===== config.mk =====
export PLATFORM = sky130hd
export DESIGN_NAME = ov5640_cfg_sched
export DESIGN_NICKNAME = d
export VERILOG_FILES = /design/src/rtl/ov5640_pkg.sv /design/src/rtl/ov5640_init_rom.sv /design/src/rtl/ov5640_cfg_sched.sv
export SDC_FILE = /design/constraint.sdc
export NUM_CORES = 1
export LEC_CHECK = 0
export BUFFER_PORTS_ARGS = -buffer_cell sky130_fd_sc_hd__buf_2
export CAP_MARGIN = 15
export CORE_MARGIN = 2
export CORE_UTILIZATION = 53
export DETAILED_ROUTE_END_ITERATION = 8
export PLACE_DENSITY = 0.77
export SLEW_MARGIN = 5
export SYNTH_ARGS = -nofsm -noshare
export SYNTH_HDL_FRONTEND = slang
export SYNTH_SLANG_ARGS = --single-unit

===== constraint.sdc =====
create_clock -name clk_sys -period 3.5 [get_ports clk_sys]
set_clock_uncertainty 0.15 [all_clocks]
set_input_delay 0.7 -clock clk_sys [delete_from_list [all_inputs] [get_ports clk_sys]]
set_output_delay 0.7 -clock clk_sys [all_outputs]
set_load 0.02 [all_outputs]

===== src/rtl/ov5640_pkg.sv =====
// Shared types for the OV5640 configuration scheduler
// and the baked camera init image.
package ov5640_pkg;

  typedef enum logic [2:0] {
    ST_IDLE,
    ST_ROM_RD,
    ST_ISSUE,
    ST_WAIT,
    ST_DELAY
  } state_t;

  typedef struct packed {
    logic [7:0]  data;
    logic [15:0] addr;
  } entry_t;

  localparam logic [15:0] DELAY_ADDR = 16'hFFFF;

  // Image generated from the camera .mif; slots past the
  // table are zero-length delays so they issue nothing.
  function automatic entry_t rom_word(input int unsigned i);
    entry_t e;
    case (i)
      0: e = '{data: 8'h82, addr: 16'h3008};
      1: e = '{data: 8'h01, addr: DELAY_ADDR};
      2: e = '{data: 8'h02, addr: 16'h3008};
      default: e = '{data: 8'h00, addr: DELAY_ADDR};
    endcase
    return e;
  endfunction

endpackage


===== src/rtl/ov5640_init_rom.sv =====
// Synchronous init-table ROM, one cycle read latency.
// Contents come from the image held in ov5640_pkg.
module ov5640_init_rom
  import ov5640_pkg::*;
#(
  parameter int INIT_LEN = 256,
  parameter int IW       = 8
) (
  input  logic          clk_sys,
  input  logic [IW-1:0] idx,
  output entry_t        rd_q
);

  entry_t rd_d;

  always_comb begin
    rd_d = rom_word(32'(idx));
    if (32'(idx) >= 32'(INIT_LEN)) begin
      rd_d = '{data: 8'h00, addr: DELAY_ADDR};
    end
  end

  always_ff @(posedge clk_sys) begin
    rd_q <= rd_d;
  end

endmodule


===== src/rtl/ov5640_cfg_sched.sv =====
// Merges the boot init table and HPS register writes
// into broadcast SCCB writes for the two cameras.
module ov5640_cfg_sched
  import ov5640_pkg::*;
#(
  parameter int          INIT_LEN   = 256,
  parameter int          CYC_PER_MS = 50000,
  parameter logic [15:0] DELAY_ADDR =
    ov5640_pkg::DELAY_ADDR
) (
  input  logic        clk_sys,
  input  logic        reset,
  input  logic        init_start,
  input  logic [1:0]  cam_mask,
  input  logic        hps_valid,
  input  logic [15:0] hps_addr,
  input  logic [7:0]  hps_data,
  output logic        hps_ready,
  output logic [1:0]  sccb_start,
  output logic [15:0] sccb_addr,
  output logic [7:0]  sccb_data,
  input  logic [1:0]  sccb_busy,
  input  logic [1:0]  sccb_nack,
  output logic        init_busy,
  output logic        init_done,
  output logic [7:0]  nack_cnt
);

  localparam int IW =
    (INIT_LEN > 1) ? $clog2(INIT_LEN) : 1;
  localparam logic [IW-1:0] LAST =
    IW'(INIT_LEN - 1);

  state_t        state_q, state_d;
  logic [IW-1:0] idx_q, idx_d;
  logic          init_busy_q, init_busy_d;
  logic          init_done_q, init_done_d;
  logic          restart_q, restart_d;
  logic          op_init_q, op_init_d;
  logic [1:0]    mask_q, mask_d;
  logic          first_q, first_d;
  logic [31:0]   cnt_q, cnt_d;
  logic          hold_vld_q, hold_vld_d;
  entry_t        hold_q, hold_d;
  logic [15:0]   addr_q, addr_d;
  logic [7:0]    data_q, data_d;
  logic [7:0]    nack_q, nack_d;
  logic          entry_done;
  entry_t        rom_rd;

  ov5640_init_rom #(
    .INIT_LEN (INIT_LEN),
    .IW       (IW)
  ) u_rom (
    .clk_sys (clk_sys),
    .idx     (idx_q),
    .rd_q    (rom_rd)
  );

  always_ff @(posedge clk_sys) begin
    if (reset) begin
      state_q <= ST_IDLE;
    end else begin
      state_q <= state_d;
    end
  end

  // An idle-cycle init_start is held off one cycle so the
  // ROM sees the rewound index before ROM_RD.
  always_comb begin
    state_d    = state_q;
    entry_done = 1'b0;
    unique case (state_q)
      ST_IDLE: begin
        if (init_start) begin
          state_d = ST_IDLE;
        end else if (init_busy_q) begin
          state_d = ST_ROM_RD;
        end else if (hold_vld_q) begin
          state_d = ST_ISSUE;
        end
      end
      ST_ROM_RD: begin
        if (rom_rd.addr != DELAY_ADDR) begin
          state_d = ST_ISSUE;
        end else if (rom_rd.data == 8'd0) begin
          entry_done = 1'b1;
          state_d    = ST_IDLE;
        end else begin
          state_d = ST_DELAY;
        end
      end
      ST_ISSUE: begin
        if (cam_mask == 2'b00) begin
          entry_done = 1'b1;
          state_d    = ST_IDLE;
        end else begin
          state_d = ST_WAIT;
        end
      end
      ST_WAIT: begin
        if (!first_q &&
            ((sccb_busy & mask_q) == 2'b00)) begin
          entry_done = 1'b1;
          state_d    = ST_IDLE;
        end
      end
      ST_DELAY: begin
        if (cnt_q == 32'd0) begin
          entry_done = 1'b1;
          state_d    = ST_IDLE;
        end
      end
      default: state_d = ST_IDLE;
    endcase
  end

  always_comb begin
    idx_d       = idx_q;
    init_busy_d = init_busy_q;
    init_done_d = init_done_q;
    restart_d   = restart_q;
    op_init_d   = op_init_q;
    mask_d      = mask_q;
    first_d     = first_q;
    cnt_d       = cnt_q;
    hold_vld_d  = hold_vld_q;
    hold_d      = hold_q;
    addr_d      = addr_q;
    data_d      = data_q;
    nack_d      = nack_q;

    if (state_q == ST_IDLE && state_d == ST_ROM_RD) begin
      op_init_d = 1'b1;
    end
    if (state_q == ST_IDLE && state_d == ST_ISSUE) begin
      op_init_d = 1'b0;
      addr_d    = hold_q.addr;
      data_d    = hold_q.data;
    end
    if (state_q == ST_ROM_RD) begin
      if (rom_rd.addr != DELAY_ADDR) begin
        addr_d = rom_rd.addr;
        data_d = rom_rd.data;
      end
      cnt_d = 32'(rom_rd.data) * 32'(CYC_PER_MS)
            - 32'd1;
    end
    if (state_q == ST_DELAY && cnt_q != 32'd0) begin
      cnt_d = cnt_q - 32'd1;
    end
    if (state_q == ST_ISSUE) begin
      mask_d  = cam_mask;
      first_d = 1'b1;
    end
    if (state_q == ST_WAIT) begin
      first_d = 1'b0;
    end

    if (entry_done && op_init_q) begin
      if (restart_q) begin
        idx_d     = '0;
        restart_d = 1'b0;
      end else if (idx_q == LAST) begin
        init_busy_d = 1'b0;
        init_done_d = 1'b1;
      end else begin
        idx_d = idx_q + 1'b1;
      end
    end
    if (entry_done && !op_init_q) begin
      hold_vld_d = 1'b0;
    end

    // Never abort an in-flight init entry; rewind after it.
    if (init_start) begin
      init_busy_d = 1'b1;
      init_done_d = 1'b0;
      if (state_q != ST_IDLE && op_init_q &&
          !entry_done) begin
        restart_d = 1'b1;
      end else begin
        idx_d     = '0;
        restart_d = 1'b0;
      end
    end

    if (hps_valid && !hold_vld_q) begin
      hold_vld_d = 1'b1;
      hold_d     = '{data: hps_data, addr: hps_addr};
    end

    if ((sccb_nack != 2'b00) && (nack_q != 8'hFF)) begin
      nack_d = nack_q + 8'd1;
    end
  end

  always_ff @(posedge clk_sys) begin
    if (reset) begin
      idx_q       <= '0;
      init_busy_q <= 1'b0;
      init_done_q <= 1'b0;
      restart_q   <= 1'b0;
      op_init_q   <= 1'b0;
      mask_q      <= 2'b00;
      first_q     <= 1'b0;
      cnt_q       <= 32'd0;
      hold_vld_q  <= 1'b0;
      hold_q      <= '0;
      addr_q      <= 16'd0;
      data_q      <= 8'd0;
      nack_q      <= 8'd0;
    end else begin
      idx_q       <= idx_d;
      init_busy_q <= init_busy_d;
      init_done_q <= init_done_d;
      restart_q   <= restart_d;
      op_init_q   <= op_init_d;
      mask_q      <= mask_d;
      first_q     <= first_d;
      cnt_q       <= cnt_d;
      hold_vld_q  <= hold_vld_d;
      hold_q      <= hold_d;
      addr_q      <= addr_d;
      data_q      <= data_d;
      nack_q      <= nack_d;
    end
  end

  always_comb begin
    sccb_start = 2'b00;
    if (state_q == ST_ISSUE && !reset) begin
      sccb_start = cam_mask;
    end
    hps_ready = (state_q == ST_IDLE) && !init_busy_q &&
                !hold_vld_q && !hps_valid && !reset;
  end

  assign sccb_addr = addr_q;
  assign sccb_data = data_q;
  assign init_busy = init_busy_q;
  assign init_done = init_done_q;
  assign nack_cnt  = nack_q;

endmodule


==> results.txt, run 1 <==
Critical Path Max Stage Delay - 0.50 ns
CP Cell Sequence - inv_1, ha_1, ha_1, fa_1, nor4b_2, nand2_1, o31ai_2, nand2_1, a2111oi_2
Initial antenna violation count - 0
PostCTS Resize Cnt - 0
Max stage delay cell, worst path - fa_1
Final #Nets - 801
Most Used Layer, Global Route - met2
Reg2Reg Depth - 9
Avg Inst Size Synth - 8.31 sq um
Outcome - finished, final reports clean
DRT Pass-1 Iters - 5
Worst slack at placement - 0.119 ns
Syn nets - 751
Register bit total from synthesis - 111
Layout cells sized above 1 - 0.193
Startpoint types - flop
Crit end category - flop
Die area - 0.0118 sq mm
Ys Warns - 0
Fmax - 314 MHz
Routed vias/inst - 6.10
Hold Path Class - reg -> reg
N_diodes - 0
H-tree depth - 3
Req. time, crit path - 3.65 ns
TritonCTS Buffers - 9
Tcrit/Tclk final - 0.911
DR WL/cell - 16.3 um
GRT Total Usage - 0.253
Die Ht - 109 um
Vias in the first global route - 5062
R2R Path Start - u_rom.rd_q[17]
CTS tree - done
Reg clk slew, reported paths - 0.12 ns
FILL cells - 1004
Post-Route WL - 14500 um
Hold_ws - 0.310 ns
Largest net degree at the start of global routing - 65
Initial DRC count - 282
Post-route ant nets - 0
Met1 Resource Use GR - 0.342
Grt met2 use - 0.408
Final hold vios - 0
Synth top area cells - dfxtp_1 (38%), nand2_1 (8.4%), a21oi_1 (5.8%)
First-pass GRT wire length - 24000 um
Seq/Total Area, Yosys - 0.384
Placement Rows - 38
Clock latency on the worst-skew pair - 0.39 ns
Worst setup margin - 0.313 ns
Final setup vio count - 0
Worst-path fanout max - 7
Post-synth EDFFs - 0
Min cycle time layout - 3.19 ns
GPL Wtd Cong - 0.920
Maximum root-to-sink buffer count - 2
Flop2flop setup slack - 0.31 ns
Max transition margin - 0.323
Setup Fix Bufs, Post-CTS - 0
DRC - 0
Yosys cell types - 78
Unrepaired setup endpoints after global routing - false
Mapped Cells - 697
Post-synth top area share - 0.384
Hold_buf cts - 0
Crit Path Class - reg -> reg
Met3 GRT Util - 0.0404
Initial core utilization - 0.539
Cell Area, Synth - 0.00579 sq mm
Max Cap Viol - 0
Worst Hold Path Cells - 2
Worst vdd ir - 0.000270 V
WHS Endpoint - sccb_addr[10]
RR Endpoint - cnt_q[26]
CORE AREA - 0.0107 sq mm
LEAKAGE - 0.00244 uW
Num Clock Sinks - 111
Area Growth Syn to Fin - 11.2%
Ys async rst share - 0
Hpwl dp - 10100 um
Input/output buffers - 70
GRT overflow - 0
P per Cell Area - 439 mW/mm^2
Cell taking the most area after synthesis - dfxtp_1
DR vias - 5439
Fin Setup TNS - 0 ns
Die W - 109 um
Worst Path Arrival - 3.33 ns
Worst Tran Pin Value - 1.01 ns
Top Ports - 71
Synth Flop Type - dfxtp_1
Slew Viols, Final - 0
Hold_sp - hold_q[10]
Clock root buffer - clkbuf_8
[worst max path at each step]
| stage | startpoint | end | slack (ns) |
|---|---|---|---|
| after floorplan | u_rom.rd_q[16] | cnt_q[26] | 0.006 |
| after global placement | u_rom.rd_q[17] | cnt_q[26] | 0.24 |
| after detailed placement | u_rom.rd_q[17] | cnt_q[26] | 0.12 |
| after CTS | u_rom.rd_q[17] | cnt_q[26] | 0.09 |
| after global routing | u_rom.rd_q[17] | cnt_q[26] | 0.07 |
| final | u_rom.rd_q[17] | cnt_q[26] | 0.31 |
[where the power goes]
part,internal (uW),total (uW),switching [uW],leakage (uW)
Clock,282,780,498,0.000102
Sequential,1330,1400,71.8,0.000903
Combinational,228,648,419,0.00143
[placed cells by master, fill, tap and decap left out, drive strengths merged, types with 18 or more instances in the layout]
master	count
dfxtp	111
nand2	129
inv	19
ha	18
nor2	36
nand3	18
nor3	31
buf	83
a21oi	67
o21ai	19
[cell usage after synthesis, types with 3 or more instances]
master and n:
and4_1 4, or3_1 6, nor4_1 10, a31oi_1 16, ha_1 18, o21ai_1 7, dfxtp_1 111, a21oi_1 67
or3_4 3, a2111oi_2 3, a211oi_1 9, nor2_1 36, o311ai_1 5, or3b_2 3, buf_2 5, nor2b_1 3
inv_1 16, nand3_1 18, xor2_1 5, nand3b_1 4, o21a_1 4, clkbuf_1 35, nand4_2 3, and2_1 3
nor4b_1 3, o32a_1 3, o211ai_1 5, o31ai_1 9, nand4_1 3, mux2i_1 4, a311oi_1 9, o221a_2 5
xnor2_1 6, nand2b_1 6, nor3_1 30, o31a_1 6, nor4_2 5, nand2_1 129, and3_1 9, o21ai_0 12
or4_1 5, or2_2 7
[kinds of logic (layout without fill, tap and decap cells)]
family / count (synthesis) / in the layout / share of synthesized area
AND/OR/NAND/NOR: 303 / 303 / 0.278
AO/OA/AOI/OAI: 185 / 185 / 0.222
flip-flops: 111 / 111 / 0.384
buffers and inverters: 61 / 116 / 0.0426
adder cells (fa/ha/maj): 20 / 20 / 0.0458
XOR/XNOR: 11 / 11 / 0.0166
multiplexers: 6 / 6 / 0.0108
[routing by layer]
layer | wire length (um) | up-vias | share of wire
li1 | - | 2643 | -
met1 | 6570 | 2613 | 0.45
met2 | 7010 | 171 | 0.48
met3 | 762 | 12 | 0.053
met4 | 160 | 0 | 0.011
met5 | 0 | - | 0
[worst max-delay path: cells and delay by family (launching register included)]
kind | cells | cell delay [ns]
buf+inv | 1 | 0.11
flops | 1 | 0.40
simple gates | 3 | 0.68
fa+ha+maj | 3 | 1.06
compound gates | 2 | 0.70
[cell type report]
class | instances | area, sq um | area share
clock buffer | 9 | 124 | 0.0192
clock inverter | 7 | 75.1 | 0.0117
inverter | 17 | 63.8 | 0.00991
multi-input combinational | 525 | 3330 | 0.517
sequential | 111 | 2220 | 0.345
tap | 140 | 175 | 0.0272
timing repair buffer | 83 | 448 | 0.0696
[metrics by stage]
step	total power [uW]	cells	cell area, sq um	util
2_1_floorplan	1910	697	5790	-
3_3_place_gp	2050	876	6230	0.580
3_5_place_dp	2070	876	6230	0.580
4_1_cts	2830	892	6430	0.599
5_1_grt	2970	892	6440	0.599
6_report	2830	892	6440	0.599
[sequential cells by signal, indices dropped and copies added, names as in the netlist, 2 cells and up]
register and flops:
state_q 3, nack_cnt 8, sccb_data 8, idx_q 8, sccb_addr 16, cnt_q 32, hold_q 24, mask_q 2
u_rom.rd_q 4
Power figures use the tool's default switching activity.
==> inputs of run 2 (changes only) <==
Settings changed: BUFFER_PORTS_ARGS -buffer_cell sky130_fd_sc_hd__buf_2 to default, CORE_UTILIZATION 53 to 58, DONT_BUFFER_PORTS from default to 1, PLACE_DENSITY 0.77 to 0.76.
==> results.txt, run 2 (same netlist as run 1, synthesis figures left out) <==
Outcome - finished, final reports clean (unchanged)
Worst Tran Pin Value - 1.05 ns (was 1.01 ns)
Max Cap Viol - 0 (unchanged)
Reg with most FFs - cnt_q (unchanged)
Maximum root-to-sink buffer count - 2 (unchanged)
TritonCTS Buffers - 9 (unchanged)
Most common cell after layout, fill and taps aside - nand2_1 (unchanged)
Worst slack at placement - 0.237 ns (was 0.119 ns)
H-tree depth - 3 (unchanged)
Placement Rows - 36 (was 38)
Initial DRC count - 392 (was 282)
GPL Wtd Cong - 0.913 (was 0.920)
Slew Viols, Final - 0 (unchanged)
Clock root buffer - clkbuf_8 (unchanged)
Hold_buf cts - 0 (unchanged)
Layout cells sized above 1 - 0.103 (was 0.193)
First-pass GRT wire length - 22700 um (was 24000 um)
DR vias - 5124 (was 5439)
N_diodes - 0 (unchanged)
Initial core utilization - 0.595 (was 0.539)
PostCTS Resize Cnt - 0 (unchanged)
FILL cells - 858 (was 1004)
Tot Pwr - 2800 uW (was 2830 uW)
CORE AREA - 0.00973 sq mm (was 0.0107 sq mm)
Reg clk slew, reported paths - 0.11 ns (was 0.12 ns)
Crit Path Class - reg -> reg (unchanged)
Die Ht - 104 um (was 109 um)
LEAKAGE - 0.00210 uW (was 0.00244 uW)
P per Cell Area - 462 mW/mm^2 (was 439 mW/mm^2)
Vias in the first global route - 4681 (was 5062)
Largest register FFs - 32 (unchanged)
Crit end category - flop (unchanged)
Worst setup margin - 0.181 ns (was 0.313 ns)
Unrepaired setup endpoints after global routing - false (unchanged)
Final hold vios - 0 (unchanged)
Commonest non-fill, non-tap cells in the layout - nand2_1 (129), dfxtp_1 (111), a21oi_1 (67), nor2_1 (36), nor3_1 (30) (was nand2_1 (129), dfxtp_1 (110), buf_2 (70), a21oi_1 (67), nor2_1 (36))
Clock latency on the worst-skew pair - 0.38 ns (was 0.39 ns)
Post-route ant nets - 0 (unchanged)
DRT Pass-1 Iters - 4 (was 5)
Largest net degree at the start of global routing - 71 (was 65)
Req. time, crit path - 3.63 ns (was 3.65 ns)
Worst-path fanout max - 7 (unchanged)
Num Clock Sinks - 111 (unchanged)
Area Growth Syn to Fin - 4.80% (was 11.2%)
DR WL/cell - 16.8 um (was 16.3 um)
DRC - 0 (unchanged)
Input/output buffers - 0 (was 70)
Final #Nets - 729 (was 801)
Worst Path Arrival - 3.45 ns (was 3.33 ns)
Post-Route Utilization - 0.624 (was 0.599)
Fin Setup TNS - 0 ns (unchanged)
Final setup vio count - 0 (unchanged)
Fmax - 301 MHz (was 314 MHz)
Initial antenna violation count - 0 (unchanged)
Top Ports - 71 (unchanged)
Startpoint types - flop (unchanged)
Tcrit/Tclk final - 0.948 (was 0.911)
Hold Path Class - in -> reg (was reg -> reg)
GRT overflow - 0 (unchanged)
Hpwl dp - 9250 um (was 10100 um)
Routed vias/inst - 6.31 (was 6.10)
CTS tree - done (unchanged)
Worst vdd ir - 0.000257 V (was 0.000270 V)
Die W - 104 um (was 109 um)
Min cycle time layout - 3.32 ns (was 3.19 ns)
Setup Fix Bufs, Post-CTS - 0 (unchanged)
Max transition margin - 0.297 (was 0.323)
Die area - 0.0108 sq mm (was 0.0118 sq mm)
GRT Total Usage - 0.251 (was 0.253)
Post-Route WL - 13600 um (was 14500 um)
run 2: where the power goes:
part	internal, uW	total [uW]	switching, uW
Sequential	1330	1420	92.3
Clock	341	803	462
Combinational	205	577	372
run 2: path summary, 6_finish.rpt:
check | slack, ns | startpoint | cells after the start | endpoint
max reg2reg | 0.18 | u_rom.rd_q[17] | 10 | cnt_q[26]
max | 0.18 | u_rom.rd_q[17] | 10 | cnt_q[26]
min | 0.24 | reset | 1 | cnt_q[26]
min reg2reg | 0.30 | hold_q[21] | 2 | sccb_data[5]
run 2: critical path, cell delays in order, from the launching register on:
cell and delay (ns):
dfxtp_1 0.47, inv_1 0.15, ha_1 0.35, ha_1 0.22
fa_1 0.51, nor4b_2 0.35, nand2_1 0.12, o31ai_1 0.24
buf_4 0.19, nand2_1 0.16, a2111oi_2 0.33
run 2: through the flow:
| step | hold WS [ns] | instances | instance area [sq um] |
|---|---|---|---|
| floorplan | 0.282 | 697 | 5790 |
| global placement | 0.287 | 797 | 5860 |
| detailed placement | 0.291 | 797 | 5860 |
| CTS | 0.218 | 812 | 6070 |
| global route | 0.221 | 812 | 6070 |
| finish | 0.239 | 812 | 6070 |
run 2: cell type report:
| type | instances | area (sq um) | share of cell area |
|---|---|---|---|
| Multi-Input combinational cell | 525 | 3330 | 0.548 |
| Tap cell | 133 | 166 | 0.0274 |
| Timing Repair Buffer | 11 | 82.6 | 0.0136 |
| Inverter | 17 | 63.8 | 0.0105 |
| Sequential cell | 111 | 2220 | 0.366 |
| Clock buffer | 9 | 124 | 0.0204 |
| Clock inverter | 6 | 82.6 | 0.0136 |
run 2: metal layers:
layer / GRT usage / part of all wire / vias up
li1: - / - / 2493
met1: 0.335 / 0.44 / 2427
met2: 0.411 / 0.48 / 180
met3: 0.0414 / 0.065 / 24
met4: 0.0907 / 0.017 / 0
met5: 0 / 0 / -
==> inputs of run 3 (changes only) <==
Settings changed: CELL_PAD_IN_SITES_DETAIL_PLACEMENT from default to 1, CELL_PAD_IN_SITES_GLOBAL_PLACEMENT from default to 1, CORE_UTILIZATION 58 to 43, PLACE_DENSITY 0.76 to default, PLACE_DENSITY_LB_ADDON from default to 0.1.
==> results.txt, run 3 (same netlist as run 1, synthesis figures left out) <==
Outcome - finished, final reports clean (unchanged)
Startpoint types - flop (unchanged)
Largest register FFs - 32 (unchanged)
Num Clock Sinks - 111 (unchanged)
Unrepaired setup endpoints after global routing - false (unchanged)
Critical Path Max Stage Delay - 0.51 ns (about the same)
Final hold vios - 0 (unchanged)
Vias in the first global route - 5268 (was 4681)
PostCTS Resize Cnt - 0 (unchanged)
CP Cell Sequence - inv_1, ha_1, ha_1, fa_1, nor4b_2, nand2_1, o31ai_1, buf_4, nand2_1, a2111oi_2 (unchanged)
P per Cell Area - 489 mW/mm^2 (was 462 mW/mm^2)
Final setup vio count - 0 (unchanged)
Worst slack at placement - 0.200 ns (was 0.237 ns)
Top Ports - 71 (unchanged)
Max stage delay cell, worst path - fa_1 (unchanged)
Hpwl dp - 11500 um (was 9250 um)
Worst Tran Pin Value - 0.999 ns (was 1.05 ns)
Final #Nets - 733 (was 729)
N_diodes - 0 (unchanged)
CP delay by family, top - adder cells (unchanged)
Routed vias/inst - 5.96 (was 6.31)
Worst vdd ir - 0.000228 V (was 0.000257 V)
CORE AREA - 0.0132 sq mm (was 0.00973 sq mm)
Hold_ws - 0.254 ns (was 0.239 ns)
Post-Route WL - 16400 um (was 13600 um)
Die W - 120 um (was 104 um)
Crit end category - flop (unchanged)
LEAKAGE - 0.00216 uW (was 0.00210 uW)
Initial antenna violation count - 0 (unchanged)
Hold_buf cts - 0 (unchanged)
Reg with most FFs - cnt_q (unchanged)
Tcrit/Tclk final - 0.917 (was 0.948)
Max transition margin - 0.334 (was 0.297)
Placement Rows - 42 (was 36)
Hold Path Class - in -> reg (unchanged)
GPL Wtd Cong - 0.911 (was 0.913)
First-pass GRT wire length - 27000 um (was 22700 um)
Req. time, crit path - 3.62 ns (was 3.63 ns)
Die Ht - 120 um (was 104 um)
Layout cells sized above 1 - 0.111 (was 0.103)
Reg clk slew, reported paths - 0.08 ns (was 0.11 ns)
DR vias - 5129 (was 5124)
Initial DRC count - 233 (was 392)
Crit Path Class - reg -> reg (unchanged)
Area Growth Syn to Fin - 8.06% (was 4.80%)
Min cycle time layout - 3.21 ns (was 3.32 ns)
H-tree depth - 3 (unchanged)
Die area - 0.0144 sq mm (was 0.0108 sq mm)
DRC - 0 (unchanged)
GRT Total Usage - 0.234 (was 0.251)
Worst path bufs/invs - 2 (unchanged)
Worst setup margin - 0.289 ns (was 0.181 ns)
Fin Setup TNS - 0 ns (unchanged)
GRT overflow - 0 (unchanged)
Input/output buffers - 0 (unchanged)
Worst Path Arrival - 3.33 ns (was 3.45 ns)
DRT Pass-1 Iters - 4 (unchanged)
Post-route ant nets - 0 (unchanged)
Clock latency on the worst-skew pair - 0.36 ns (was 0.38 ns)
Commonest non-fill, non-tap cells in the layout - nand2_1 (129), dfxtp_1 (110), a21oi_1 (67), nor2_1 (36), nor3_1 (30) (was nand2_1 (129), dfxtp_1 (111), a21oi_1 (67), nor2_1 (36), nor3_1 (30))
TritonCTS Buffers - 9 (unchanged)
Setup Fix Bufs, Post-CTS - 0 (unchanged)
Clock root buffer - clkbuf_16 (was clkbuf_8)
CTS tree - done (unchanged)
Worst-path fanout max - 7 (unchanged)
Largest net degree at the start of global routing - 71 (unchanged)
Fmax - 311 MHz (was 301 MHz)
Maximum root-to-sink buffer count - 2 (unchanged)
Initial core utilization - 0.439 (was 0.595)
Most common cell after layout, fill and taps aside - nand2_1 (unchanged)
Max Cap Viol - 0 (unchanged)
Slew Viols, Final - 0 (unchanged)
Post-Route Utilization - 0.474 (was 0.624)
DR WL/cell - 19.1 um (was 16.8 um)
[run 3: cell count changes in the layout (fill, tap and decap cells not counted), sizes merged]
cell    previous run  this run
buf               11        15
bufinv             1         0
clkbuf             9        10
clkinv             4         3
inv               17        19
[run 3: per-stage QoR]
step | area (sq um) | std cells | total power, uW
after CTS | 6250 | 860 | 3090
after detailed placement | 5970 | 844 | 2060
after floorplan | 5790 | 697 | 1910
after global routing | 6260 | 860 | 3220
final | 6260 | 860 | 3060
after global placement | 5970 | 844 | 2040
[run 3: worst register-to-register path: stages (launching register included)]
cell	delay (ns)
dfxtp_2	0.40
inv_1	0.13
ha_1	0.35
ha_1	0.24
fa_1	0.51
nor4b_2	0.32
nand2_1	0.12
o31ai_1	0.24
buf_4	0.19
nand2_1	0.16
a2111oi_2	0.31
[run 3: final timing paths]
| path | startpoint | endpoint | slack [ns] | cells after the start |
|---|---|---|---|---|
| min | reset | cnt_q[16] | 0.25 | 1 |
| max | u_rom.rd_q[17] | cnt_q[26] | 0.29 | 10 |
| max reg2reg | u_rom.rd_q[17] | cnt_q[26] | 0.29 | 10 |
| min reg2reg | hold_q[8] | sccb_addr[8] | 0.30 | 2 |
[run 3: area by class of cell]
type	instances	area (sq um)
clock inverters	6	50.0
repair buffers	15	125
multi-input cells	525	3330
well taps	176	220
clock buffers	10	239
inverters	17	63.8
fillers	1586	6930
flip-flops and latches	111	2220
[run 3: metal layers]
layer  routed length [um]  vias to the layer above  part of all wire  track usage
li1                     -                     2517                 -            -
met1                 7470                     2503              0.45        0.295
met2                 7970                       92              0.49        0.395
met3                  654                       17             0.040       0.0494
met4                  323                        0             0.020       0.0809
met5                    0                        -                 0            0
[run 3: where the power goes]
group / total [uW] / switching (uW) / internal [uW]
combinational: 610 / 397 / 213
clock: 1030 / 513 / 514
sequential: 1420 / 94.5 / 1330
total: 3060 / 1000 / 2060
